File: src/rtl/mem_arb_pkg.sv
// rtl/mem_arb_pkg.sv - shared types and constants for the memory port arbiter
// Purpose: owner encoding and the default burst limit, imported by the arbiter files.
// Ports: none (package).
package mem_arb_pkg;

  typedef enum logic [1:0] {
    IDLE   = 2'd0,
    OWN_M0 = 2'd1,
    OWN_M1 = 2'd2
  } owner_e;

  localparam int MAX_BURST_DEFAULT = 4;

endpackage

File: src/rtl/mem_port_arbiter_reg.sv
// rtl/mem_port_arbiter_reg.sv - plain clear-on-reset register
// Purpose: WIDTH-bit register, loads i_d every rising edge, clears to 0 on rst.
// Ports:
//   clk  in          rising-edge clock
//   rst  in          synchronous active-high reset
//   i_d  in  [WIDTH] next value
//   o_q  out [WIDTH] registered value
module mem_port_arbiter_reg #(
  parameter int WIDTH = 1
) (
  input  logic             clk,
  input  logic             rst,
  input  logic [WIDTH-1:0] i_d,
  output logic [WIDTH-1:0] o_q
);

  logic [WIDTH-1:0] r_q;

  always_ff @(posedge clk) begin
    if (rst) r_q <= '0;
    else     r_q <= i_d;
  end

  assign o_q = r_q;

endmodule

File: src/rtl/mem_port_arbiter.sv
// rtl/mem_port_arbiter.sv - two-requester single-port memory arbiter with lock and burst limit
// Purpose: shares one memory port between the core (m0) and the DMA/loader (m1).
//   Round-robin on ties, lock keeps the owner, a burst counter bounds a locked run.
// Ports:
//   clk, rst                     clock, synchronous active-high reset
//   mN_req/lock/addr/wr_data/wr_ena  requester N inputs (N = 0, 1)
//   mN_gnt                       access of requester N issued this cycle
//   mN_rd_valid                  read data for requester N valid this cycle
//   rd_data                      mem_rd_data passed through to both requesters
//   mem_addr/mem_wr_data/mem_wr_ena  memory command outputs
//   mem_rd_data                  memory read data, one cycle after the address
module mem_port_arbiter
  import mem_arb_pkg::*;
#(
  parameter int MAX_BURST = MAX_BURST_DEFAULT
) (
  input  logic        clk,
  input  logic        rst,
  input  logic        m0_req,
  input  logic        m0_lock,
  input  logic [31:0] m0_addr,
  input  logic [31:0] m0_wr_data,
  input  logic        m0_wr_ena,
  output logic        m0_gnt,
  output logic        m0_rd_valid,
  input  logic        m1_req,
  input  logic        m1_lock,
  input  logic [31:0] m1_addr,
  input  logic [31:0] m1_wr_data,
  input  logic        m1_wr_ena,
  output logic        m1_gnt,
  output logic        m1_rd_valid,
  output logic [31:0] rd_data,
  output logic [31:0] mem_addr,
  output logic [31:0] mem_wr_data,
  output logic        mem_wr_ena,
  input  logic [31:0] mem_rd_data
);

  localparam int CW = $clog2(MAX_BURST + 1);

  owner_e        r_owner;
  owner_e        w_next_owner;
  logic [CW-1:0] r_burst;
  logic [CW-1:0] w_burst_next;
  logic          r_locked;    // owner had req & lock in its last granted cycle
  logic          r_last_m1;   // most recent grant went to m1; reset 1 so m0 wins the first tie
  logic          w_owner_req;
  logic          w_other_req;
  logic          w_burst_full;
  logic [1:0]    w_tag_d;     // {read pending, pending owner is m1}
  logic [1:0]    w_tag_q;

  always_comb begin
    w_owner_req = 1'b0;
    w_other_req = 1'b0;
    case (r_owner)
      OWN_M0: begin w_owner_req = m0_req; w_other_req = m1_req; end
      OWN_M1: begin w_owner_req = m1_req; w_other_req = m0_req; end
      default: ;
    endcase
    w_burst_full = (r_burst >= CW'(MAX_BURST));
  end

  // State register
  always_ff @(posedge clk) begin
    if (rst) begin
      r_owner   <= IDLE;
      r_burst   <= '0;
      r_locked  <= 1'b0;
      r_last_m1 <= 1'b1;
    end else begin
      r_owner  <= w_next_owner;
      r_burst  <= w_burst_next;
      r_locked <= ((w_next_owner == OWN_M0) && m0_lock) ||
                  ((w_next_owner == OWN_M1) && m1_lock);
      if (w_next_owner != IDLE) r_last_m1 <= (w_next_owner == OWN_M1);
    end
  end

  // Next-state: the next owner is this cycle's grant
  always_comb begin
    w_next_owner = IDLE;
    if (rst) begin
      w_next_owner = IDLE;
    end else if (r_locked && w_owner_req) begin
      // A locked run yields only once the burst limit is hit and the other side waits
      if (w_burst_full && w_other_req)
        w_next_owner = (r_owner == OWN_M0) ? OWN_M1 : OWN_M0;
      else
        w_next_owner = r_owner;
    end else if (m0_req && m1_req) begin
      w_next_owner = r_last_m1 ? OWN_M0 : OWN_M1;
    end else if (m0_req) begin
      w_next_owner = OWN_M0;
    end else if (m1_req) begin
      w_next_owner = OWN_M1;
    end

    w_burst_next = '0;
    if (w_next_owner == IDLE)          w_burst_next = '0;
    else if (w_next_owner == r_owner)  w_burst_next = w_burst_full ? r_burst : r_burst + CW'(1);
    else                               w_burst_next = CW'(1);
  end

  // Outputs
  always_comb begin
    m0_gnt      = (w_next_owner == OWN_M0);
    m1_gnt      = (w_next_owner == OWN_M1);
    mem_addr    = '0;
    mem_wr_data = '0;
    mem_wr_ena  = 1'b0;
    case (w_next_owner)
      OWN_M0: begin mem_addr = m0_addr; mem_wr_data = m0_wr_data; mem_wr_ena = m0_wr_ena; end
      OWN_M1: begin mem_addr = m1_addr; mem_wr_data = m1_wr_data; mem_wr_ena = m1_wr_ena; end
      default: ;
    endcase
    w_tag_d = {(m0_gnt || m1_gnt) && !mem_wr_ena, m1_gnt};
    // A tag captured just before reset must not leak out while rst is high
    m0_rd_valid = !rst && w_tag_q[1] && !w_tag_q[0];
    m1_rd_valid = !rst && w_tag_q[1] &&  w_tag_q[0];
    rd_data     = mem_rd_data;
  end

  mem_port_arbiter_reg #(.WIDTH(2)) u_rd_tag (
    .clk (clk),
    .rst (rst),
    .i_d (w_tag_d),
    .o_q (w_tag_q)
  );

endmodule

File: config.mk
export PLATFORM = sky130hd
export DESIGN_NAME = mem_port_arbiter
export DESIGN_NICKNAME = d
export VERILOG_FILES = /design/src/rtl/mem_arb_pkg.sv /design/src/rtl/mem_port_arbiter_reg.sv /design/src/rtl/mem_port_arbiter.sv
export SDC_FILE = /design/constraint.sdc
export NUM_CORES = 1
export LEC_CHECK = 0
export ABC_AREA = 1
export ABC_CLOCK_PERIOD_IN_PS = 2700
export BUFFER_PORTS_ARGS = -buffer_cell sky130_fd_sc_hd__buf_2
export CAP_MARGIN = 0
export CORE_AREA = 2 2 104 106
export DETAILED_ROUTE_END_ITERATION = 10
export DIE_AREA = 0 0 106 108
export GPL_TIMING_DRIVEN = 0
export HOLD_SLACK_MARGIN = 0.12
export PLACE_DENSITY = 0.61
export SLEW_MARGIN = 20
export SYNTH_ARGS = -nofsm -noshare
export SYNTH_HDL_FRONTEND = slang
export SYNTH_SLANG_ARGS = --single-unit
File: constraint.sdc
create_clock -name clk -period 2.7 [get_ports clk]
set_clock_uncertainty 0.05 [all_clocks]
set_input_delay 0.135 -clock clk [delete_from_list [all_inputs] [get_ports clk]]
set_output_delay 0.135 -clock clk [all_outputs]
set_load 0.02 [all_outputs]
# After elaboration in Yosys (flattened, before gate mapping)
# Cells that the tools add are included.
dict set report op_classes {
  add_sub_neg 1
  n_lt_le_gt_ge 1
  mux 15
  n_eq_ne 6
  reduce_logical 18
  n_bitwise 1
}
# operator count
set op_table {}
lappend op_table {{$pmux W32 S2} 2}
lappend op_table {{$mux W2} 8}
lappend op_table {{$logic_and A1 B1 Y1} 9}
lappend op_table {{$pmux W1 S2} 3}
lappend op_table {{$eq A2 B1 Y1 const B} 2}
lappend op_table {{$eq A2 B2 Y1 const B} 2}
lappend op_table {{$add A3 B1 Y3 const B} 1}
lappend op_table {{$ge A3 B3 Y1 const B} 1}
lappend op_table {{$logic_not A1 Y1} 3}
lappend op_table {{$reduce_or A3 Y1} 1}
lappend op_table {{$eq A2 B2 Y1} 1}
lappend op_table {{$logic_not A2 Y1} 1}
lappend op_table {{$logic_or A1 B1 Y1} 2}
lappend op_table {{$mux W1} 2}
lappend op_table {{$ne A2 B2 Y1 const B} 1}
lappend op_table {{$reduce_bool A2 Y1} 1}
lappend op_table {{$reduce_or A2 Y1} 1}
lappend op_table {{$not A1 Y1} 1}
dict set report word_totals {
  word_cells 48
  in_bits 168
  ff_bits 9
  out_inout_bits 101
}

# Longest topological paths before layout
dict set report logic_depth {
  word_depth 10
  depth_mapped 16
  mapped_depth_nobuf 15
}

# By module
# From an unflattened synthesis, not the netlist that was laid out.
dict set report unflattened {
  cells_unflattened 339
  area_unflattened_um2 1769.2
}
# mod n_inst area_per_inst_um2 seq_area_each_um2 cells_per_inst
set by_module_without_submodules {}
lappend by_module_without_submodules {mem_port_arbiter 1 1714.1 140.1 333}
lappend by_module_without_submodules {mem_port_arbiter_reg 1 55.1 40.0 6}

# Worst setup path before layout
# Ideal clock, no wire load.
dict set report synth_timing {
  path_kind {reg2out}
  start {reg r_owner[0]}
  end {out mem_addr[10]}
  path_buffers 2
  stages_incl_launch_ff 13
  path_slack_ps -1
  arrival_time_ps 2516
  t_required_ps 2515
  cell_sequence {dfxtp_1 > inv_1 > ha_1 > nor2_1 > nand2_2 > a21oi_2 > nand2_2 > inv_1 > ha_1 > buf_2 > buf_1 > nand2_1 > a21oi_1}
}
dict set report synth_between {
  elab_chain_cells 8
  word_cells_on_any_way 13
  cone_classes {eq/ne: 4; mux: 7; reduce/logical: 2}
}
# item line_no
set synth_lines {}
lappend synth_lines {{start: declaration} mem_port_arbiter.sv:42} ;# owner_e r_owner;
lappend synth_lines {{start signal: assignment} mem_port_arbiter.sv:73} ;# r_owner <= w_next_owner;
lappend synth_lines {{$eq A2 B2 Y1 or $eq A2 B1 Y1 (tied branches)} {mem_port_arbiter.sv:57, mem_port_arbiter.sv:89}}
lappend synth_lines {{$pmux W1 S2} mem_port_arbiter.sv:57} ;# case (r_owner)
lappend synth_lines {{$logic_and A1 B1 Y1} mem_port_arbiter.sv:88} ;# if (w_burst_full && w_other_req)
lappend synth_lines {{$mux W2} mem_port_arbiter.sv:88}
lappend synth_lines {{$mux W2 (*)} mem_port_arbiter.sv:86} ;# end else if (r_locked && w_owner_req) begin
lappend synth_lines {{$mux W2 (*)} mem_port_arbiter.sv:84} ;# if (rst) begin
lappend synth_lines {{named net w_next_owner[0]} mem_port_arbiter.sv:43} ;# owner_e w_next_owner;
lappend synth_lines {{$eq A2 B1 Y1 (*)} --}
lappend synth_lines {{named net m0_gnt} mem_port_arbiter.sv:24} ;# output logic m0_gnt,
lappend synth_lines {{$pmux W32 S2 (*)} mem_port_arbiter.sv:113} ;# case (w_next_owner)
lappend synth_lines {{end: declaration} mem_port_arbiter.sv:34} ;# output logic [31:0] mem_addr,
# Mark *: on every way through the listed nets, which the timed path passes. The rest lies on a longest branch.

# Worst setup path in the final report
dict set report layout_timing {
  start {reg r_owner[0]}
  end {out mem_addr[28]}
}
dict set report layout_between {
  elab_chain_cells 8
  word_cells_on_any_way 13
  cone_classes {eq/ne: 4; mux: 7; reduce/logical: 2}
}
# item line_no
set layout_lines {}
lappend layout_lines {{$eq A2 B2 Y1 or $eq A2 B1 Y1 (tied branches)} {mem_port_arbiter.sv:57, mem_port_arbiter.sv:89}}
lappend layout_lines {{$pmux W1 S2} mem_port_arbiter.sv:57}
lappend layout_lines {{$logic_and A1 B1 Y1} mem_port_arbiter.sv:88}
lappend layout_lines {{$mux W2} mem_port_arbiter.sv:88}
lappend layout_lines {{$mux W2 (*)} mem_port_arbiter.sv:86}
lappend layout_lines {{$mux W2 (*)} mem_port_arbiter.sv:84}
lappend layout_lines {{$eq A2 B2 Y1 or $eq A2 B1 Y1 (tied branches)} mem_port_arbiter.sv:113}
lappend layout_lines {{$pmux W32 S2 (*)} mem_port_arbiter.sv:113}
# Every way passes the cells marked *; elsewhere a longest branch is shown, timed or not.

==> results.md <==
Yosys:
- After synthesis, the largest family of logic cells by area is simple AND/OR/NAND/NOR gates.
- Summing the areas of all compound-gate instances in the mapped netlist gives 20.8% of the synthesized area.
- The count of synthesis-stage warnings from yosys is 0.
- The post-synthesis share of cell area spent on full adders, half adders and majority gates is 5.65%.
- When the netlist entered floorplanning its net count stood at ~500.
- The number of synthesized register bits is 9.
- The sequential-to-total area share from yosys stat is 10.2%.
- After Yosys synthesis, and, or, nand and nor cells account for approximately two fifths of the synthesized area.
- In this run the cell area of the synthesized design comes to about 1800 um2.
- The post-synthesis area per instance is 5.25 um2.
- The XOR/XNOR share of the synthesized area is 0.495%.
- Counting every instance in the synthesized netlist gives 337.
- The number of different library cells used by synthesis comes to 23.
- After synthesis, the share of cell area in mux cells is 0%.

Placement:
- The last weighted congestion value of the routability-driven placer is 0.770.
- Detailed placement ended at an HPWL of 6660 um.
- The count of buffers from port buffering is roughly 240.
- The count of placed standard cells including taps is ~700.

Drt:
- The average wire per standard cell is 11.3 um.
- The vias per cell is about 4.
- The DRC violation total after the first TritonRoute iteration is 56.
- The routed layout has around 2900 vias.
- Once detail routing completed, the nets flagged for antenna violations numbered 0.
- The detailed-routing iteration count for the pre-antenna-repair pass is 4.
- The wire length after detailed routing is slightly above 8000 um.
- The count of unresolved DRC violations after routing is 0.

Power and ir drop:
- The cell area power density is 244 nW/um2.
- The static leakage is 1.91 nW.
- The net switching power is 0.388 mW.
- The share of total power consumed by net switching is 42.8%.
- The total internal power is 0.519 mW.
- The clock network burns between 10% and 20% of the power.
- The share of total power in combinational logic is 66.6%.
- Of the total power, registers draw 16.1%.
- VDD sags by at most 109 uV.

Timing:
- In the final timing run, aggregate negative setup slack is 0 ns.
- The clock period minus final worst setup slack is 2.59 ns.
- The highest clock frequency the design can meet is 0.386 GHz.
- The tightest hold margin is 0.166 ns.
- The max-slew violation count came to 0.
- The tightest slew margin relative to the limit is 80.1%.
- The final clock period utilization by the worst path is 96.0%.
- The number of endpoints failing setup at the final stage is 0.
- Setup repair after global routing left no endpoint under its margin.
- For the pin with the worst max-slew slack, the measured transition is 0.298 ns.
- The hold violation count in the final report was 0.

Min path:
- In this run the most critical hold path is launched from m0_wr_ena.
- The min-delay analysis places its worst path in the category in2reg.
- The worst hold path was traced through 4 stages.
- The endpoint of the worst hold path is u_rd_tag.o_q[1].

Global route:
- The total congestion overflow after global routing is 0.
- The number of global-route vias before repair is 2523.
- The number of antenna violations at the first check in global routing is 0.
- The first global-routing pass estimated 11700 um of wire.
- For this run, the total global-route usage over all layers was measured as 12.4%.
- The pin count of the biggest net entering global routing is 11.

Finish:
- 0 antenna diodes ended up in the layout.
- Leaving out fill and tap cells, the most frequent cells in the layout are sky130_fd_sc_hd__buf_2, sky130_fd_sc_hd__nand2_1, sky130_fd_sc_hd__buf_4.
- The commonest non-fill, non-tap cell in the layout is sky130_fd_sc_hd__buf_2.
- The final cell count without fillers is 720.
- The post-route netlist has 62.8% of its cells at a drive strength greater than 1.
- After the last flow step, the layout net total stands at 761.
- Compared with the post-synthesis result, the final layout area differs by 110%.

Die:
- In this run the vertical extent of the chip is between 100 and 150 um.
- The floorplan row count is 37.
- The die width is 106 um.
- The initial utilization of the core area, before any placement, comes to 17.3%.
- In this run the standard cell core region covers 10200 um2.
- The area of the die is 11400 um2.
- The number of I/O pins is 269.

Setup path:
- At the worst endpoint, the required time is 2.52 ns.
- Of all nets on the critical path, the largest fanout is 10.
- The kind of critical path is reg2out.
- The minimum setup slack among reg-to-reg paths is 0.17 ns.
- The startpoint identified for the worst register-to-register timing path is r_owner[0].
- The capturing point of the worst reg2reg path is r_locked.
- The worst setup path is captured at an output pin.
- The number of cells on the worst reg-to-reg path is 12.
- Data on the critical path arrives at its endpoint at 2.41 ns.
- The critical path startpoint category is a register.

Clock network:
- The clock sink count is 9.
- The insertion delay to the later sink of the worst-skew pair is roughly 0.23 ns.
- In this run, CTS created clock tree buffers numbering 3.
- The clock tree from TritonCTS is done.
- In this run the clock root is driven by a sky130_fd_sc_hd__clkbuf_8.
- The post-CTS clock slew at the launch and capture registers of the worst setup and hold paths is ~0.05 ns.
- The deepest level of the CTS H-tree is 1.
- The number of buffers between clock root and the deepest sink is 2.

Job:
- Across the run, the number of max-cap violations was 0.

Run status:
- The run finished with clean final reports.
==> sequential cells by signal, indices dropped and copies added (netlist names) <==
name,flops
r_owner,2
r_last_m1,1
r_locked,1
r_burst,3
u_rd_tag.o_q,2
==> cell families after synthesis <==
group	Yosys count
flops	9
compound gates	72
buf+inv	77
simple gates	170
xor+xnor	1
fa+ha+maj	8
==> how the worst max path moves through the flow <==
stage,end,slack (ns),from,cells past startpoint
finish,mem_addr[28],0.11,r_owner[0],12
floorplan,mem_wr_data[30],0.02,r_owner[0],12
detailed placement,mem_wr_data[13],-0.65,r_owner[0],12
CTS,mem_addr[28],0.02,r_owner[0],12
global route,mem_addr[28],0.004,r_owner[1],13
global placement,mem_wr_data[18],-0.66,r_owner[0],12
==> power by group through the flow <==
stage | clock, mW | sequential (mW) | combinational, mW
floorplan | 0 | 0.147 | 0.314
global placement | 0 | 0.148 | 0.522
detailed placement | 0 | 0.148 | 0.523
CTS | 0.157 | 0.147 | 0.575
global route | 0.165 | 0.147 | 0.659
finish | 0.157 | 0.146 | 0.604
==> critical path: stages, from the launching register on <==
cell and delay [ns]:
sky130_fd_sc_hd__dfxtp_4 0.36, sky130_fd_sc_hd__inv_2 0.05, sky130_fd_sc_hd__ha_4 0.26, sky130_fd_sc_hd__nor2_4 0.12, sky130_fd_sc_hd__nand2_4 0.07, sky130_fd_sc_hd__a21oi_2 0.17, sky130_fd_sc_hd__nand2_2 0.15, sky130_fd_sc_hd__ha_4 0.30
sky130_fd_sc_hd__inv_2 0.05, sky130_fd_sc_hd__clkbuf_16 0.17, sky130_fd_sc_hd__clkbuf_8 0.18, sky130_fd_sc_hd__a21oi_2 0.13, sky130_fd_sc_hd__buf_4 0.16
==> Yosys cell counts <==
cell                       number  share of area (%)
sky130_fd_sc_hd__ha_1           8                5.7
sky130_fd_sc_hd__nand2_4        1               0.64
sky130_fd_sc_hd__buf_6          1               0.64
sky130_fd_sc_hd__o21ai_0        3               0.85
sky130_fd_sc_hd__nand2_2        6                2.1
sky130_fd_sc_hd__o22ai_1        1               0.35
sky130_fd_sc_hd__a21oi_1       66                 19
sky130_fd_sc_hd__buf_2          2               0.57
sky130_fd_sc_hd__nand3_1        4                1.1
sky130_fd_sc_hd__inv_1         17                3.6
sky130_fd_sc_hd__nor2_1         9                1.9
sky130_fd_sc_hd__clkbuf_1      10                2.1
sky130_fd_sc_hd__inv_2          5                1.1
sky130_fd_sc_hd__nand2_1      145                 31
sky130_fd_sc_hd__nand3_2        3                1.7
sky130_fd_sc_hd__dfxtp_1        9                 10
sky130_fd_sc_hd__buf_4         32                 14
sky130_fd_sc_hd__clkinv_1       1               0.21
sky130_fd_sc_hd__buf_1          9                1.9
sky130_fd_sc_hd__xor2_1         1               0.49
sky130_fd_sc_hd__a21oi_2        2               0.99
sky130_fd_sc_hd__nor2_4         1               0.64
sky130_fd_sc_hd__nor3_1         1               0.28
==> through the flow <==
| stage | worst slack, ns | utilization (%) | cell area (um2) | total power [mW] |
|---|---|---|---|---|
| global route | 0.00387 | 36.3 | 3710 | 0.971 |
| floorplan | 0.0187 | - | 1920 | 0.461 |
| finish | 0.108 | 36.3 | 3710 | 0.908 |
| global placement | -0.657 | 31.9 | 3260 | 0.670 |
| CTS | 0.0181 | 34.4 | 3520 | 0.879 |
| detailed placement | -0.646 | 31.9 | 3260 | 0.672 |
==> final cells by class <==
class / count / area, um2
plain buffers: 54 / 495
repair buffers: 243 / 1330
fillers: 1158 / 6520
inverters: 23 / 86.3
multi-input cells: 251 / 1400
clock buffers: 4 / 45.0
flip-flops and latches: 9 / 185
well taps: 136 / 170
==> routing by layer <==
| metal | routed length [um] | share of wire, % | vias to the layer above | global-route usage [%] |
|---|---|---|---|---|
| li1 | - | - | 1520 | - |
| met4 | 8 | 0.098 | 0 | 1.13 |
| met2 | 4370 | 54 | 112 | 24.0 |
| met1 | 3180 | 39 | 1221 | 14.8 |
| met5 | 0 | 0 | - | 0 |
| met3 | 570 | 7.0 | 2 | 2.35 |
==> repair_timing <==
| action | in CTS | in global routing |
|---|---|---|
| buffers inserted | 1 | 4 |
| endpoints found under the setup margin | 65 | 62 |
| endpoints found under the hold margin | 4 | 0 |
| cloned | 1 | 0 |
| gates resized for setup | 59 | 50 |
| pin swaps | 1 | 6 |
| hold buffers | 2 | 0 |
(Power assumes the default switching activity.)
